--- src/rtl/uart_rx_cfg.sv ---
`default_nettype none
// +--------------------------------------------------------------------------+
// | uart_rx_cfg : oversampled UART receiver, runtime parity / stop config,   |
// |               3-sample majority vote, parity/framing/break reporting.    |
// | Revision    : 1.0                                                        |
// +--------------------------------------------------------------------------+
module uart_rx_cfg #(
  parameter int DATA_BITS  = 8,
  parameter int OVERSAMPLE = 16
) (
  input  logic                 clk_i,
  input  logic                 rst_ni,
  input  logic                 sample_tick_i,
  input  logic                 rx_i,
  input  logic [1:0]           parity_mode_i,
  input  logic                 stop2_i,
  output logic                 rx_done_tick_o,
  output logic [DATA_BITS-1:0] rx_data_o,
  output logic                 parity_err_o,
  output logic                 frame_err_o,
  output logic                 break_o
);

  localparam int c_tick_w = $clog2(OVERSAMPLE);
  localparam int c_bit_w  = $clog2(DATA_BITS);
  localparam logic [c_tick_w-1:0] c_one  = c_tick_w'(1);
  localparam logic [c_tick_w-1:0] c_half = c_tick_w'(OVERSAMPLE / 2);
  localparam logic [c_tick_w-1:0] c_last = c_tick_w'(OVERSAMPLE - 1);
  localparam logic [c_bit_w-1:0]  c_last_bit = c_bit_w'(DATA_BITS - 1);

  typedef enum logic [2:0] {
    S_IDLE   = 3'd0,
    S_START  = 3'd1,
    S_DATA   = 3'd2,
    S_PARITY = 3'd3,
    S_STOP   = 3'd4,
    S_BREAK  = 3'd5
  } state_e;

  state_e                 state_q, state_d;
  logic                   rx_meta_q, rxs_q;
  logic [c_tick_w-1:0]    tick_q, tick_d;
  logic [c_bit_w-1:0]     bit_q, bit_d;
  logic [DATA_BITS-1:0]   shift_q, shift_d;
  logic                   s0_q, s0_d, s1_q, s1_d;
  logic [1:0]             mode_q, mode_d;
  logic                   stop2_q, stop2_d;
  logic                   par_q, par_d;
  logic                   stop1_q, stop1_d;
  logic                   ferr_acc_q, ferr_acc_d;
  logic                   done_q, done_d;
  logic [DATA_BITS-1:0]   data_q, data_d;
  logic                   perr_q, perr_d;
  logic                   ferr_q, ferr_d;
  logic                   brk_q, brk_d;

  logic w_tick, w_vote_pt, w_end_pt, w_vote, w_par_en, w_last_stop, w_brk;

  // Ticks are only meaningful while a frame is in progress.
  assign w_tick      = sample_tick_i && (state_q != S_IDLE) && (state_q != S_BREAK);
  assign w_vote_pt   = w_tick && (tick_q == c_half + c_one);
  assign w_end_pt    = w_tick && (tick_q == c_last);
  assign w_vote      = (s0_q & s1_q) | (s0_q & rxs_q) | (s1_q & rxs_q);
  assign w_par_en    = (mode_q == 2'b01) || (mode_q == 2'b10);
  assign w_last_stop = !stop2_q || (bit_q != '0);
  assign w_brk       = (shift_q == '0) && (!w_par_en || !par_q) &&
                       ((bit_q == '0) ? !w_vote : !stop1_q);

  always_comb begin
    state_d    = state_q;
    tick_d     = tick_q;
    bit_d      = bit_q;
    shift_d    = shift_q;
    s0_d       = s0_q;
    s1_d       = s1_q;
    mode_d     = mode_q;
    stop2_d    = stop2_q;
    par_d      = par_q;
    stop1_d    = stop1_q;
    ferr_acc_d = ferr_acc_q;
    done_d     = 1'b0;
    data_d     = data_q;
    perr_d     = perr_q;
    ferr_d     = ferr_q;
    brk_d      = brk_q;

    if (w_tick) begin
      tick_d = (tick_q == c_last) ? '0 : tick_q + c_one;
      if (tick_q == c_half - c_one) s0_d = rxs_q;
      if (tick_q == c_half)         s1_d = rxs_q;
    end

    unique case (state_q)
      S_IDLE: begin
        if (!rxs_q) begin
          mode_d     = parity_mode_i;
          stop2_d    = stop2_i;
          tick_d     = '0;
          bit_d      = '0;
          ferr_acc_d = 1'b0;
          state_d    = S_START;
        end
      end
      S_START: begin
        if (w_vote_pt && w_vote) begin
          state_d = S_IDLE;
        end else if (w_end_pt) begin
          bit_d   = '0;
          state_d = S_DATA;
        end
      end
      S_DATA: begin
        if (w_vote_pt) shift_d = {w_vote, shift_q[DATA_BITS-1:1]};
        if (w_end_pt) begin
          if (bit_q == c_last_bit) begin
            bit_d   = '0;
            state_d = w_par_en ? S_PARITY : S_STOP;
          end else begin
            bit_d = bit_q + c_bit_w'(1);
          end
        end
      end
      S_PARITY: begin
        if (w_vote_pt) par_d = w_vote;
        if (w_end_pt) begin
          bit_d   = '0;
          state_d = S_STOP;
        end
      end
      S_STOP: begin
        if (w_vote_pt) begin
          if (bit_q == '0) stop1_d = w_vote;
          if (w_last_stop) begin
            // Complete at mid-bit so a following start edge is never missed.
            done_d  = 1'b1;
            data_d  = w_brk ? '0 : shift_q;
            perr_d  = w_par_en && ((^shift_q ^ par_q) != (mode_q == 2'b10));
            ferr_d  = ferr_acc_q | !w_vote;
            brk_d   = w_brk;
            state_d = w_brk ? S_BREAK : S_IDLE;
          end else begin
            ferr_acc_d = ferr_acc_q | !w_vote;
          end
        end else if (w_end_pt) begin
          bit_d = c_bit_w'(1);
        end
      end
      S_BREAK: begin
        if (rxs_q) state_d = S_IDLE;
      end
      default: state_d = S_IDLE;
    endcase
  end

  always_ff @(posedge clk_i or negedge rst_ni) begin
    if (!rst_ni) begin
      rx_meta_q  <= 1'b1;
      rxs_q      <= 1'b1;
      state_q    <= S_IDLE;
      tick_q     <= '0;
      bit_q      <= '0;
      shift_q    <= '0;
      s0_q       <= 1'b1;
      s1_q       <= 1'b1;
      mode_q     <= 2'b00;
      stop2_q    <= 1'b0;
      par_q      <= 1'b0;
      stop1_q    <= 1'b0;
      ferr_acc_q <= 1'b0;
      done_q     <= 1'b0;
      data_q     <= '0;
      perr_q     <= 1'b0;
      ferr_q     <= 1'b0;
      brk_q      <= 1'b0;
    end else begin
      rx_meta_q  <= rx_i;
      rxs_q      <= rx_meta_q;
      state_q    <= state_d;
      tick_q     <= tick_d;
      bit_q      <= bit_d;
      shift_q    <= shift_d;
      s0_q       <= s0_d;
      s1_q       <= s1_d;
      mode_q     <= mode_d;
      stop2_q    <= stop2_d;
      par_q      <= par_d;
      stop1_q    <= stop1_d;
      ferr_acc_q <= ferr_acc_d;
      done_q     <= done_d;
      data_q     <= data_d;
      perr_q     <= perr_d;
      ferr_q     <= ferr_d;
      brk_q      <= brk_d;
    end
  end

  assign rx_done_tick_o = done_q;
  assign rx_data_o      = data_q;
  assign parity_err_o   = perr_q;
  assign frame_err_o    = ferr_q;
  assign break_o        = brk_q;

endmodule
`default_nettype wire

--- config.mk ---
export PLATFORM = sky130hd
export DESIGN_NAME = uart_rx_cfg
export DESIGN_NICKNAME = d
export VERILOG_FILES = /design/src/rtl/uart_rx_cfg.sv
export SDC_FILE = /design/constraint.sdc
export NUM_CORES = 1
export LEC_CHECK = 0
export ABC_AREA = 0
export CAP_MARGIN = 30
export CORE_MARGIN = 4
export CORE_UTILIZATION = 40
export CTS_CLUSTER_SIZE = 30
export DETAILED_ROUTE_END_ITERATION = 10
export GPL_ROUTABILITY_DRIVEN = 0
export PLACE_DENSITY = 0.71
export SYNTH_ARGS = -nofsm -noshare
export SYNTH_HDL_FRONTEND = slang
export SYNTH_SLANG_ARGS = --single-unit
--- constraint.sdc ---
create_clock -name clk_i -period 2.3 [get_ports clk_i]
set_input_delay 0.46 -clock clk_i [delete_from_list [all_inputs] [get_ports clk_i]]
set_output_delay 0.46 -clock clk_i [all_outputs]
set_load 0.05 [all_outputs]
# ---- Word level (Yosys, flattened, before mapping)
# Cells that the tools add are included.
dict set report word_totals {
  register_bits 40
  word_cells 121
  input_bits 7
  out_inout_bits 12
}
dict set report classes {
  add_sub_neg 2
  n_eq_ne 26
  mux 33
  n_bitwise 8
  reduce_logical 34
}
# operator n
set op_table {}
lappend op_table {{2-to-1 mux 3 bit} 18}
lappend op_table {{!= test 2 bit, second input constant} 11}
lappend op_table {{case mux 3 bit (6 select lines)} 1}
lappend op_table {{2-to-1 mux 4 bit} 4}
lappend op_table {{case mux 3 bit (5 select lines)} 1}
lappend op_table {{equality test 4 bit, second input constant} 3}
lappend op_table {{AND reduction 2 bit} 5}
lappend op_table {{equality test 3 bit, second input constant} 3}
lappend op_table {{logical AND 1 bit} 8}
lappend op_table {{zero test 8 bit} 1}
lappend op_table {{2-to-1 mux 8 bit} 1}
lappend op_table {{AND reduction 8 bit} 1}
lappend op_table {{parity 8 bit} 1}
lappend op_table {{2-to-1 mux 1 bit} 7}
lappend op_table {{equality test 3 x 2 -> 1 bit, second input constant} 2}
lappend op_table {{zero test 3 bit} 2}
lappend op_table {{!= test 3 bit, second input constant} 2}
lappend op_table {{AND reduction 3 bit} 2}
lappend op_table {{AND reduction 6 bit} 1}
lappend op_table {{nonzero test 3 bit} 2}
lappend op_table {{zero test 1 bit} 5}
lappend op_table {{nonzero test 5 bit} 1}
lappend op_table {{adder 4 x 1 -> 4 bit, second input constant} 1}
lappend op_table {{equality test 4 x 3 -> 1 bit, second input constant} 1}
lappend op_table {{other kinds (13)} 19}

# ---- Logic depth before layout (Yosys ltp)
dict set report depth {
  word_depth 10
  ltp_mapped 8
  mapped_depth_nobuf 6
}

# ---- Worst setup path after synthesis
# No wires, ideal clock.
dict set report synth_path {
  path_type {reg-to-reg}
  from {reg tick_q[0]}
  to {reg state_q[1]}
  arrival_time_ns 1.631
  n_path_buf 0
  period_less_slack_ns 1.759
  setup_time_ns 0.128
  path_stages_with_launch 6
  t_required_ns 2.172
  slack_ns 0.541
  cell_sequence {dfrtp_1 > ha_1 > and4_1 > nor3_1 > a211oi_2 > mux2_1}
}
dict set report synth_between {
  elab_chain_len 5
  elab_cells_between_ends 12
  classes_between {eq/ne: 6; mux: 2; reduce/logical: 4}
}
# item line_no
set synth_rtl {}
lappend synth_rtl {{from (decl)} 42} ;# logic [c_tick_w-1:0] tick_q, tick_d;
lappend synth_rtl {{from (signal assigned)} 179} ;# tick_q <= tick_d;
lappend synth_rtl {{equality test 4 bit} 61} ;# assign w_vote_pt = w_tick && (tick_q == c_half + c_one);
lappend synth_rtl {{logical AND 1 bit} 61}
lappend synth_rtl {{logical AND 1 bit} 105} ;# if (w_vote_pt && w_vote) begin
lappend synth_rtl {{!= test 3 bit (no line) / 2-to-1 mux 3 bit (equally long branches)} --}
lappend synth_rtl {{AND reduction 8 bit (no line) / case mux 3 bit (6 select lines) (equally long branches)} --}
lappend synth_rtl {{to (signal assigned)} 178} ;# state_q <= state_d;
lappend synth_rtl {{to (decl)} 40} ;# state_e state_q, state_d;
# Several ways; a longest one is shown, not always the timed one.
# A chain may end at the register's enable or synchronous reset.

# ---- Worst setup path after layout
dict set report layout_path {
  from {reg tick_q[0]}
  to {reg state_q[2]}
}
# Same word-level chain as after synthesis.

==> results.sh <==
export IMPL_drt_first_pass_iters=4
export IMPL_layout_drive_gt1_share=0.158
export IMPL_fillers=486
export IMPL_crit_slowest_cell="dfrtp_1"
export IMPL_rrSetupSlack_ns=0.34
export IMPL_diodes=0
export IMPL_power_leakage_nw=1.08
export IMPL_power_density_nw_per_um2=946
export IMPL_setup_violations_final=0
export IMPL_max_vdd_ir_drop_uv=577
export IMPL_min_period_over_period=0.852
export IMPL_skew_ns=0.00594
export IMPL_hold_class="input port to async pin"
export IMPL_hpwl_mm=2.83
export IMPL_syn_instance_count=199
export IMPL_status="finished, final reports clean"
export IMPL_die_h_um=81.6
export IMPL_totalWireLength_mm=3.78
export IMPL_cts_clk_slew_worst_paths_ns=0.08
export IMPL_routedWlPerCell_um=12.9
export IMPL_viasPerCell=5.15
export IMPL_grt_pass1_vias=1406
export IMPL_startpoint="tick_q[0]$_DFF_PN0_"
export IMPL_path_cells="ha_1 > and4_1 > nor3_1 > a211oi_2 > mux2_1"
export IMPL_grt_antenna_before_repair=0
export IMPL_vias=1503
export IMPL_cts_hold_buf=0
export IMPL_required_ns=2.47
export IMPL_tritoncts_num_sinks=40
export IMPL_syn2layout_area_growth_pct=15.5
export IMPL_max_stage_delay_ns=0.46
export IMPL_postCtsResizedCells=0
export IMPL_fp_row_count=26
export IMPL_multi_input_area_um2=1050
export IMPL_core_um2=5170
export IMPL_cts_buffers=5
export IMPL_slew_limit_headroom=0.415
export IMPL_slew_violations=0
export IMPL_syn_avg_cell_area_um2=10.9
export IMPL_clock_fmax_mhz=510
export IMPL_yosys_most_used_dff="dfrtp_1"
export IMPL_grt_setup_unrepaired="no"
export IMPL_cts_tree="done"
export IMPL_io_pins=19
export IMPL_synth_warnings=0
export IMPL_mostFrequentLayoutCells="36 x dfrtp_1, 20 x nand2_1, 17 x clkdlybuf4s50_1, 15 x inv_1, 11 x ha_1"
export IMPL_dieArea_um2=6670
export IMPL_final_core_util=0.485
export IMPL_synthArstFlopShare=1.00
export IMPL_portBuffers=18
export IMPL_place_inst=284
export IMPL_clk_root_buffer_cell="clkbuf_8"
export IMPL_worstReg2RegStart="tick_q[0]$_DFF_PN0_"
export IMPL_crit_buf_inv=0
export IMPL_grt_pass1_wl_mm=6.64
export IMPL_endpoint_kind="register"
export IMPL_fin_nets=239
export IMPL_post_route_min_period_ns=1.96
export IMPL_die_w_um=81.6
export IMPL_startpoint_type="register"
export IMPL_synthDistinctLibCells=52
export IMPL_crit_path_max_fanout=7
export IMPL_path_delay_family="flip-flops"
export IMPL_syn_nets=217
export IMPL_first_iter_violations=58
export IMPL_tns_ns=0
export IMPL_ys_seq_area_frac=0.464
export IMPL_r2r_end="state_q[2]$_DFFE_PN0P_"
export IMPL_worst_path_stages=5
export IMPL_worst_slew_pin_slew_ns=0.878
export IMPL_cp_arrival_ns=2.13
export IMPL_grt_max_degree=41
export IMPL_maxCapViolCount=0
export IMPL_hold_violations=0
export IMPL_grt_use_total=0.128
export IMPL_drc=0
export IMPL_rr_worst_depth=5
export IMPL_layout_commonest_cell="dfrtp_1"
export IMPL_ant_nets=0
export IMPL_clock_latency_ns=0.29
export IMPL_synth_edf_count=0
export IMPL_cts_setup_buffers=0
export IMPL_fin_hold_ws_ns=0.291
export IMPL_overflow=0
export IMPL_clk_path_buf_depth=2
export IMPL_seq_area_um2=1010
export IMPL_syn_area_um2=2170
export IMPL_path_class="register to register"
export IMPL_stdcell_count=292
export IMPL_ys_ff_latch=40
export IMPL_start_util=0.419
export IMPL_h_tree_depth=2
export IMPL_critPathCapture="state_q[2]$_DFFE_PN0P_"
## synthesized netlist by cell type, drive strengths merged, types with 2 or more instances
| master | instances | area [µm²] |
|---|---|---|
| xnor2 | 5 | 43.8 |
| ha | 11 | 138 |
| xor2 | 2 | 17.5 |
| a211oi | 4 | 40.0 |
| a22o | 8 | 70.1 |
| nand3 | 5 | 30.0 |
| dfstp | 4 | 105 |
| nand2b | 3 | 18.8 |
| a211o | 2 | 17.5 |
| nand2 | 20 | 75.1 |
| nor2 | 9 | 33.8 |
| mux2i | 3 | 30.0 |
| mux2 | 10 | 113 |
| o21ai | 12 | 63.8 |
| dfrtp | 36 | 901 |
| nor3 | 4 | 31.3 |
| a21oi | 7 | 42.5 |
| or3b | 2 | 17.5 |
| nor2b | 3 | 18.8 |
| or3 | 2 | 12.5 |
| buf | 8 | 52.6 |
| nand3b | 3 | 22.5 |
| nor3b | 2 | 26.3 |
| inv | 15 | 56.3 |
## kinds of logic (layout without fill, tap and decap cells)
logic type                 Yosys count  in the layout  synth area share
DFF                                 40             40             0.464
AOI/OAI and AO/OA                   42             42             0.159
adders and majority gates           12             12            0.0686
and+or+nand+nor                     61             61             0.163
xor gates and xnor gates             7              7            0.0283
buffers and inverters               24             47            0.0519
muxes                               13             13            0.0657
## worst register-to-register path, cell delays in order (launching register included)
cell and delay, ns:
dfrtp_1 0.46, ha_1 0.30, and4_1 0.33, nor3_1 0.08, a211oi_2 0.33, mux2_1 0.35
## how the worst min path moves through the flow
stage / end / cells past startpoint / slack (ns) / start
floorplan: bit_q[0]$_DFFE_PN0P_ / 0 / 0.16 / rst_ni
global placement: rxs_q$_DFF_PN1_ / 0 / 0.35 / rx_meta_q$_DFF_PN1_
detailed placement: rxs_q$_DFF_PN1_ / 0 / 0.35 / rx_meta_q$_DFF_PN1_
CTS: state_q[0]$_DFFE_PN0P_ / 1 / 0.32 / rst_ni
global route: rx_data_o[1]$_DFFE_PN0P_ / 1 / 0.36 / rst_ni
finish: state_q[0]$_DFFE_PN0P_ / 1 / 0.29 / rst_ni
## report_power, final
group	internal [mW]	total [mW]	switching (mW)
combinational	0.407	0.852	0.445
clock	0.212	0.454	0.242
sequential	0.851	1.06	0.213
## state kept, by name (all words and copies together) (netlist names), 2 cells and up
register and count:
rx_data_o 8, bit_q 3, state_q 3, shift_q 8, tick_q 4, mode_q 2
## final cells by class
cell class,instances,area share
Clock inverter,2,0.00499
Timing Repair Buffer,24,0.0879
Clock buffer,6,0.0290
Multi-Input combinational cell,135,0.419
Sequential cell,40,0.401
Inverter,15,0.0225
Tap cell,70,0.0349
## routing by layer
metal / vias to the layer above / GRT usage / wire [µm]
li1: 748 / - / -
met1: 725 / 0.172 / 1810
met2: 25 / 0.207 / 1760
met3: 5 / 0.0285 / 158
met4: 0 / 0.0399 / 53
met5: - / 0 / 0
## stage by stage
stage	total power, mW	setup WS [ns]	area, µm²
6_report	2.37	0.340	2510
5_1_grt	2.57	0.202	2510
4_1_cts	2.40	0.312	2510
3_5_place_dp	1.94	0.0809	2420
3_3_place_gp	1.91	0.115	2420
2_1_floorplan	1.75	0.541	2170
(Power assumes the default switching activity.)
